## src/rtl/gun_port_pkg.sv

```systemverilog
// ============================================================================
//  Module      : gun_port_pkg
//  Description : Shared lightgun peripheral definitions: latch state machine
//                encoding and Saturn peripheral-port bit positions.
//  Revision    : 1.0  initial release
// ============================================================================
`default_nettype none

package gun_port_pkg;

   // Frame-latch state machine: wait for frame, armed for one hit, hit taken
   typedef enum logic [1:0] {
      ST_IDLE  = 2'd0,
      ST_ARMED = 2'd1,
      ST_HOLD  = 2'd2
   } gun_state_t;

   // Peripheral-port pin positions (pins are active-low)
   localparam int c_PD_C     = 3;
   localparam int c_PD_A     = 4;
   localparam int c_PD_B     = 5;
   localparam int c_PD_START = 6;

   // Device ID pattern presented on the low three pins
   localparam logic [2:0] c_PD_ID = 3'b111;

   // Build the active-low port image from active-high button levels
   function automatic logic [6:0] f_port_image(input logic a, input logic b,
                                               input logic c, input logic start);
      logic [6:0] v;
      v             = {4'hF, c_PD_ID};
      v[c_PD_A]     = ~a;
      v[c_PD_B]     = ~b;
      v[c_PD_C]     = ~c;
      v[c_PD_START] = ~start;
      return v;
   endfunction

endpackage

`default_nettype wire

```

## src/rtl/gun_port_if.sv

```systemverilog
// ============================================================================
//  Module      : gun_port_if
//  Description : Signal bundle between the lightgun port block and its
//                surroundings (gun, VDP2 timing/latch, CPU flag access).
//  Revision    : 1.0  initial release
// ============================================================================
`default_nettype none

interface gun_port_if;
   // Gun side
   logic       SENSOR;
   logic       BTN_A;
   logic       BTN_B;
   logic       BTN_C;
   logic       BTN_START;
   // VDP2 timing and register side
   logic       VDE;
   logic [9:0] HCNT;
   logic [8:0] VCNT;
   logic       EXLTEN;
   // CPU side
   logic       FLAG_CLR;
   // Results
   logic [6:0] PORT_DATA;
   logic       EXLT;
   logic [9:0] LAT_H;
   logic [8:0] LAT_V;
   logic       EXLTFG;

   // Environment driving the block
   modport master (
      output SENSOR, BTN_A, BTN_B, BTN_C, BTN_START,
      output VDE, HCNT, VCNT, EXLTEN, FLAG_CLR,
      input  PORT_DATA, EXLT, LAT_H, LAT_V, EXLTFG
   );

   // The lightgun port block itself
   modport slave (
      input  SENSOR, BTN_A, BTN_B, BTN_C, BTN_START,
      input  VDE, HCNT, VCNT, EXLTEN, FLAG_CLR,
      output PORT_DATA, EXLT, LAT_H, LAT_V, EXLTFG
   );
endinterface

`default_nettype wire

```

## src/rtl/gun_port_sync.sv

```systemverilog
// ============================================================================
//  Module      : gun_sync
//  Description : N-flop synchronizer for one asynchronous level input,
//                cleared to 0 by the asynchronous active-low reset.
//  Revision    : 1.0  initial release
// ============================================================================
`default_nettype none

module gun_sync #(
   parameter int N = 2
) (
   input  wire logic clk,
   input  wire logic rst_n,
   input  wire logic i_d,
   output logic      o_q
);

   logic [N-1:0] r_sync;

   // Shift the raw level through the flop chain
   always_ff @(posedge clk or negedge rst_n) begin
      if (!rst_n) begin
         r_sync <= '0;
      end else begin
         r_sync <= {r_sync[N-2:0], i_d};
      end
   end

   assign o_q = r_sync[N-1];

endmodule

`default_nettype wire

```

## src/rtl/gun_port.sv

```systemverilog
// ============================================================================
//  Module      : gun_port
//  Description : Saturn lightgun peripheral port. Synchronizes sensor and
//                buttons, drives the active-low port pins and captures the
//                VDP2 beam position on the first enabled sensor edge of each
//                frame, with an EXLT pulse and a CPU-clearable flag.
//  Revision    : 1.0  initial release
// ============================================================================
`default_nettype none

module gun_port
   import gun_port_pkg::*;
#(
   parameter int SYNC_STAGES = 2,
   parameter int EXLT_W      = 4
) (
   input  wire logic CLK,
   input  wire logic RESET_N,
   gun_port_if.slave bus
);

   // Synchronizer lane assignment
   localparam int c_LANE_SENSOR = 0;
   localparam int c_LANE_A      = 1;
   localparam int c_LANE_B      = 2;
   localparam int c_LANE_C      = 3;
   localparam int c_LANE_START  = 4;
   localparam int c_LANES       = 5;

   // Pulse counter holds remaining cycles after the first high cycle
   localparam logic [3:0] c_EXLT_RELOAD = 4'(EXLT_W - 1);

   logic [c_LANES-1:0] w_raw;
   logic [c_LANES-1:0] w_synced;

   gun_state_t         r_state;
   logic               r_vde;
   logic               r_sensor;
   logic               r_exlt;
   logic [3:0]         r_exlt_cnt;
   logic [9:0]         r_lat_h;
   logic [8:0]         r_lat_v;
   logic               r_exltfg;
   logic [6:0]         r_port_data;

   logic               w_sensor_s;
   logic               w_vde_rise;
   logic               w_vde_fall;
   logic               w_hit;

   assign w_raw[c_LANE_SENSOR] = bus.SENSOR;
   assign w_raw[c_LANE_A]      = bus.BTN_A;
   assign w_raw[c_LANE_B]      = bus.BTN_B;
   assign w_raw[c_LANE_C]      = bus.BTN_C;
   assign w_raw[c_LANE_START]  = bus.BTN_START;

   generate
      for (genvar gi = 0; gi < c_LANES; gi++) begin : g_sync
         gun_sync #(
            .N (SYNC_STAGES)
         ) u_sync (
            .clk   (CLK),
            .rst_n (RESET_N),
            .i_d   (w_raw[gi]),
            .o_q   (w_synced[gi])
         );
      end
   endgenerate

   assign w_sensor_s = w_synced[c_LANE_SENSOR];
   assign w_vde_rise =  bus.VDE & ~r_vde;
   assign w_vde_fall = ~bus.VDE &  r_vde;
   // Only the first enabled sensor rising edge of an armed frame counts
   assign w_hit      = (r_state == ST_ARMED) & bus.EXLTEN & w_sensor_s & ~r_sensor;

   // Register the port pin image from the synchronized buttons
   always_ff @(posedge CLK or negedge RESET_N) begin
      if (!RESET_N) begin
         r_port_data <= 7'h7F;
      end else begin
         r_port_data <= f_port_image(w_synced[c_LANE_A], w_synced[c_LANE_B],
                                     w_synced[c_LANE_C], w_synced[c_LANE_START]);
      end
   end

   // Frame state machine with position latch, flag and EXLT pulse generator
   always_ff @(posedge CLK or negedge RESET_N) begin
      if (!RESET_N) begin
         r_state    <= ST_IDLE;
         r_vde      <= 1'b0;
         r_sensor   <= 1'b0;
         r_exlt     <= 1'b0;
         r_exlt_cnt <= 4'd0;
         r_lat_h    <= 10'd0;
         r_lat_v    <= 9'd0;
         r_exltfg   <= 1'b0;
      end else begin
         r_vde    <= bus.VDE;
         r_sensor <= w_sensor_s;

         case (r_state)
            ST_IDLE: begin
               if (w_vde_rise) begin
                  r_state <= ST_ARMED;
               end
            end
            ST_ARMED: begin
               // A hit coinciding with end of frame is still taken
               if (w_hit) begin
                  r_state <= w_vde_fall ? ST_IDLE : ST_HOLD;
               end else if (w_vde_fall) begin
                  r_state <= ST_IDLE;
               end
            end
            ST_HOLD: begin
               if (w_vde_fall) begin
                  r_state <= ST_IDLE;
               end
            end
            default: r_state <= ST_IDLE;
         endcase

         // Set has priority over the CPU clear strobe
         if (w_hit) begin
            r_lat_h  <= bus.HCNT;
            r_lat_v  <= bus.VCNT;
            r_exltfg <= 1'b1;
         end else if (bus.FLAG_CLR) begin
            r_exltfg <= 1'b0;
         end

         // Pulse starts the cycle after the hit and lasts EXLT_W cycles
         if (w_hit) begin
            r_exlt     <= 1'b1;
            r_exlt_cnt <= c_EXLT_RELOAD;
         end else if (r_exlt_cnt != 4'd0) begin
            r_exlt_cnt <= r_exlt_cnt - 4'd1;
         end else begin
            r_exlt     <= 1'b0;
         end
      end
   end

   assign bus.PORT_DATA = r_port_data;
   assign bus.EXLT      = r_exlt;
   assign bus.LAT_H     = r_lat_h;
   assign bus.LAT_V     = r_lat_v;
   assign bus.EXLTFG    = r_exltfg;

endmodule

`default_nettype wire

```

## src/flat_wrapper.sv

```systemverilog
// flat-port wrapper written by rule: the top's interface ports become plain ports
module gun_port_flat import gun_port_pkg::*;
#(
   parameter int SYNC_STAGES = 2,
   parameter int EXLT_W      = 4
)
  (CLK, RESET_N, bus_SENSOR, bus_BTN_A, bus_BTN_B, bus_BTN_C, bus_BTN_START, bus_VDE, bus_HCNT, bus_VCNT, bus_EXLTEN, bus_FLAG_CLR, bus_PORT_DATA, bus_EXLT, bus_LAT_H, bus_LAT_V, bus_EXLTFG);
  gun_port_if bus_i ();
  input  wire logic CLK;
  input  wire logic RESET_N;
  input wire logic [$bits(bus_i.SENSOR)-1:0] bus_SENSOR;
  input wire logic [$bits(bus_i.BTN_A)-1:0] bus_BTN_A;
  input wire logic [$bits(bus_i.BTN_B)-1:0] bus_BTN_B;
  input wire logic [$bits(bus_i.BTN_C)-1:0] bus_BTN_C;
  input wire logic [$bits(bus_i.BTN_START)-1:0] bus_BTN_START;
  input wire logic [$bits(bus_i.VDE)-1:0] bus_VDE;
  input wire logic [$bits(bus_i.HCNT)-1:0] bus_HCNT;
  input wire logic [$bits(bus_i.VCNT)-1:0] bus_VCNT;
  input wire logic [$bits(bus_i.EXLTEN)-1:0] bus_EXLTEN;
  input wire logic [$bits(bus_i.FLAG_CLR)-1:0] bus_FLAG_CLR;
  output wire logic [$bits(bus_i.PORT_DATA)-1:0] bus_PORT_DATA;
  output wire logic [$bits(bus_i.EXLT)-1:0] bus_EXLT;
  output wire logic [$bits(bus_i.LAT_H)-1:0] bus_LAT_H;
  output wire logic [$bits(bus_i.LAT_V)-1:0] bus_LAT_V;
  output wire logic [$bits(bus_i.EXLTFG)-1:0] bus_EXLTFG;
  assign bus_i.SENSOR = bus_SENSOR;
  assign bus_i.BTN_A = bus_BTN_A;
  assign bus_i.BTN_B = bus_BTN_B;
  assign bus_i.BTN_C = bus_BTN_C;
  assign bus_i.BTN_START = bus_BTN_START;
  assign bus_i.VDE = bus_VDE;
  assign bus_i.HCNT = bus_HCNT;
  assign bus_i.VCNT = bus_VCNT;
  assign bus_i.EXLTEN = bus_EXLTEN;
  assign bus_i.FLAG_CLR = bus_FLAG_CLR;
  assign bus_PORT_DATA = bus_i.PORT_DATA;
  assign bus_EXLT = bus_i.EXLT;
  assign bus_LAT_H = bus_i.LAT_H;
  assign bus_LAT_V = bus_i.LAT_V;
  assign bus_EXLTFG = bus_i.EXLTFG;
  gun_port #(.SYNC_STAGES(SYNC_STAGES), .EXLT_W(EXLT_W)) u_core (.CLK(CLK), .RESET_N(RESET_N), .bus(bus_i));
endmodule
```

## config.mk

```make
export PLATFORM = sky130hd
export DESIGN_NAME = gun_port_flat
export DESIGN_NICKNAME = d
export VERILOG_FILES = /design/src/rtl/gun_port_pkg.sv /design/src/rtl/gun_port_if.sv /design/src/rtl/gun_port_sync.sv /design/src/rtl/gun_port.sv /design/src/flat_wrapper.sv
export SDC_FILE = /design/constraint.sdc
export NUM_CORES = 1
export LEC_CHECK = 0
export CORE_AREA = 2 2 76 78
export CTS_CLUSTER_SIZE = 28
export DETAILED_ROUTE_END_ITERATION = 10
export DIE_AREA = 0 0 78 80
export SLEW_MARGIN = 20
export SYNTH_ARGS = -nofsm -noshare
export SYNTH_HDL_FRONTEND = slang
export SYNTH_SLANG_ARGS = --single-unit
```

## constraint.sdc

```tcl
create_clock -name CLK -period 1.8 [get_ports CLK]
set_input_delay 0.27 -clock CLK [delete_from_list [all_inputs] [get_ports CLK]]
set_output_delay 0.27 -clock CLK [all_outputs]
set_load 0.02 [all_outputs]
```

==> results.tsv <==
metric	value	unit
Power Internal	2.378	mW
full die area	6240	um^2
WS Path Type	flip-flop to output pin	
number of antenna violations at the first check in global routing	0	
path class of the lowest-slack min-delay path	flip-flop to flip-flop	
drc violations	0	
Cell Chain, Critical Path	clkdlybuf4s50_1	
Post-Synthesis Cell Area	1582	um^2
Clk Tree Root Cell	sky130_fd_sc_hd__clkbuf_8	
data required time of the critical path	1.53	ns
EDFF count, synth	0	
setup slack after layout	0.1126	ns
IO buf count	53	
most frequently used flop master after synthesis	sky130_fd_sc_hd__dfrtp_1	
worst setup slack after placement	-0.03486	ns
net total in the final layout	196	
achievable clock frequency	592.6	MHz
post-synthesis register bit count	43	
max-capacitance violation count	0	
Post-Syn Area per Cell	15.06	um^2
cell count after placement	229	
post-layout instance count excluding filler cells	238	
placed instance area	2187	um^2
ratio of final minimum period to clock period	93.75	%
count of buffer and inverter cells on the critical path	1	
post-CTS sizing	0	
Vias	987	
Clock Skew	0.006487	ns
routed len/inst	12.63	um
outcome	completed	
Max Root-Sink Buffers	2	
number of rows in the core area	27	
number of max-slew violations in the final report	0	
worst rel slew slack	62.70	%
yosys synthesis warning count	0	
total core area	5405	um^2
vias in the first global route	1030	
fraction of post-synthesis cell area in the top cell type by area	61.71	%
Via-to-Cell Ratio	4.147	
GPL Wtd Cong	0.6939	
IO Pins	57	
DIE HEIGHT	80	um
deepest level of the CTS H-tree	2	
first drt pass iteration count	2	
number of instances in the synthesized netlist	105	
cell family contributing the most delay on the critical path	buffers and inverters	
critical path's largest stage delay	0.59	ns
drt total wl	3007	um
Reg clk slew, reported paths	0.09	ns
minimum setup slack among reg-to-reg paths	0.27	ns
Switching Share	31.70	%
setup TNS	0	ns
total setup violations reported at the end of the flow	0	
width of the chip	78	um
slowest stage cell, crit path	sky130_fd_sc_hd__clkdlybuf4s50_1	
slew at the pin closest to its max-slew limit	0.5596	ns
Clock Power Share	22.1	%
power share of the combinational group	36.7	%
critical path startpoint category	flip-flop	
post-route minimum period	1.687	ns
Max rail drop VDD	0.8208	mV
antenna diode instance count	0	
switching power	1.104	mW
final cell area excluding filler cells	2313	um^2
Leak	1.014	nW
share of the yosys chip area belonging to registers	68.35	%
Layout Area Growth over Synthesis	46.28	%
dominant cell type by area after synthesis	sky130_fd_sc_hd__dfrtp_1	
Num CTS Buffers	5	
largest net degree at the start of global routing	27	
distinct cell type count after synthesis	26	
first-pass GRT wire length	5071	um
Worst Path Max Fanout	1	
number of failing hold endpoints at the final stage	0	
RSZ-0062 raised after global routing	no	
largest cells by area after synthesis	sky130_fd_sc_hd__dfrtp_1 (62%), sky130_fd_sc_hd__mux2_2 (11%), sky130_fd_sc_hd__dfstp_2 (6.6%)	
total routing resource utilization after global routing	10.71	%
portion of total power attributed to sequential cells	41.2	%
number of DRC markers after the initial detailed-route iteration	43	
Detail Placement HPWL	2165	um
total power per unit cell area	1505	nW/um^2
gr ovfl total	0	
data arrival time of the critical path	1.42	ns
sort of element at the end of the critical path	output pin	
total power of the final layout	3.481	mW
clock latency reported for the late side of the worst-skew pair	0.29	ns
Initial Utilization	29.26	%
Synth async-reset ratio	100.0	%
number of clock sinks seen by CTS	43	
TritonCTS clock tree	yes	
fraction of final layout cells sized beyond drive strength 1	19.88	%
residual antenna-violating net count after detailed routing	0	
[per-layer routing]
metal	part of all wire [%]	global-route usage (%)	wire length (um)	vias up
li1	-	-	-	459
met1	40	11.83	1211	475
met2	47	17.76	1426	48
met3	11	5.204	321	5
met4	1.6	4.211	48	0
met5	0	0	0	-
[power by group through the flow]
stage                     clock network [mW]  logic [mW]  registers (mW)
after floorplan                            0       0.391            1.71
after global placement                     0        1.26            1.44
after detailed placement                   0        1.29            1.45
after CTS                              0.792        1.30            1.44
after global routing                   0.835        1.38            1.48
final                                  0.768        1.28            1.44
[cells in the final DEF (no fill, tap or decap), types with 2 or more instances in the layout]
cell,n
sky130_fd_sc_hd__inv_1,9
sky130_fd_sc_hd__ha_1,2
sky130_fd_sc_hd__nand2b_1,2
sky130_fd_sc_hd__clkdlybuf4s50_1,52
sky130_fd_sc_hd__dfrtp_1,39
sky130_fd_sc_hd__mux2_2,16
sky130_fd_sc_hd__a21oi_1,2
sky130_fd_sc_hd__mux2_1,3
sky130_fd_sc_hd__dfstp_2,4
sky130_fd_sc_hd__conb_1,3
sky130_fd_sc_hd__or3b_1,2
sky130_fd_sc_hd__nor2b_1,2
sky130_fd_sc_hd__clkbuf_8,5
sky130_fd_sc_hd__nor2_1,4
sky130_fd_sc_hd__nand2_1,3
[cell usage after synthesis, types with 2 or more instances]
| master | instances |
|---|---|
| sky130_fd_sc_hd__ha_1 | 2 |
| sky130_fd_sc_hd__a21oi_1 | 2 |
| sky130_fd_sc_hd__nand2b_1 | 2 |
| sky130_fd_sc_hd__nand2_1 | 3 |
| sky130_fd_sc_hd__buf_6 | 2 |
| sky130_fd_sc_hd__buf_4 | 3 |
| sky130_fd_sc_hd__inv_1 | 9 |
| sky130_fd_sc_hd__dfstp_2 | 4 |
| sky130_fd_sc_hd__mux2_1 | 3 |
| sky130_fd_sc_hd__or3b_1 | 2 |
| sky130_fd_sc_hd__nor2_1 | 4 |
| sky130_fd_sc_hd__nor2b_1 | 2 |
| sky130_fd_sc_hd__mux2_2 | 16 |
| sky130_fd_sc_hd__dfrtp_1 | 39 |
[final cells by class]
cell class / count / area (um^2)
fill: 490 / 3092
sequential: 43 / 1081
timing repair buffer: 56 / 563.0
multi-input combinational: 50 / 429.2
tap: 72 / 90.09
clock buffer: 5 / 68.82
clock inverter: 3 / 47.55
inverter: 9 / 33.78
[metrics by stage]
step,utilization [%],hold slack [ns]
final,42.80,0.3519
after global routing,42.80,0.3650
after CTS,42.80,0.3506
after detailed placement,40.46,0.2934
after global placement,40.46,0.2853
after floorplan,-,-0.02559
[flip-flops by register name, summed over array words and instances (netlist names)]
register / flops
u_core.bus.LAT_V: 9
u_core.bus.PORT_DATA: 4
u_core.g_sync.u_sync.r_sync: 10
u_core.bus.LAT_H: 10
u_core.bus.EXLT: 1
u_core.r_state: 2
u_core.bus.EXLTFG: 1
u_core.r_sensor: 1
u_core.r_vde: 1
u_core.r_exlt_cnt: 4
[kinds of logic (layout without fill, tap and decap cells)]
group	Yosys count	after routing	synth area share [%]
compound gates	6	6	2.215
xor+xnor	1	1	0.5539
fa+ha+maj	2	2	1.582
buf+inv	14	73	4.984
flops	43	43	68.35
mux	20	20	14.16
other cells	1	3	0.2371
simple gates	18	18	7.911
[path summary, 6_finish.rpt]
path | startpoint | to | depth (start not counted)
max | u_core.bus.PORT_DATA[5] | bus_PORT_DATA[5] | 1
max reg2reg | u_core.r_exlt_cnt[0] | u_core.r_exlt_cnt[1] | 5
min reg2reg | u_core.g_sync[3].u_sync.r_sync[1] | u_core.bus.PORT_DATA[3] | 1
max in group asynchronous | RESET_N | u_core.g_sync[0].u_sync.r_sync[1] | 3
min | u_core.g_sync[3].u_sync.r_sync[1] | u_core.bus.PORT_DATA[3] | 1
min in group asynchronous | RESET_N | u_core.g_sync[1].u_sync.r_sync[1] | 2
[what timing repair did]
action	CTS	global route
setup buffers	0	0
hold buffers	1	0
hold endpoints to repair	21	0
No activity file was read; power rests on OpenSTA's default activity.
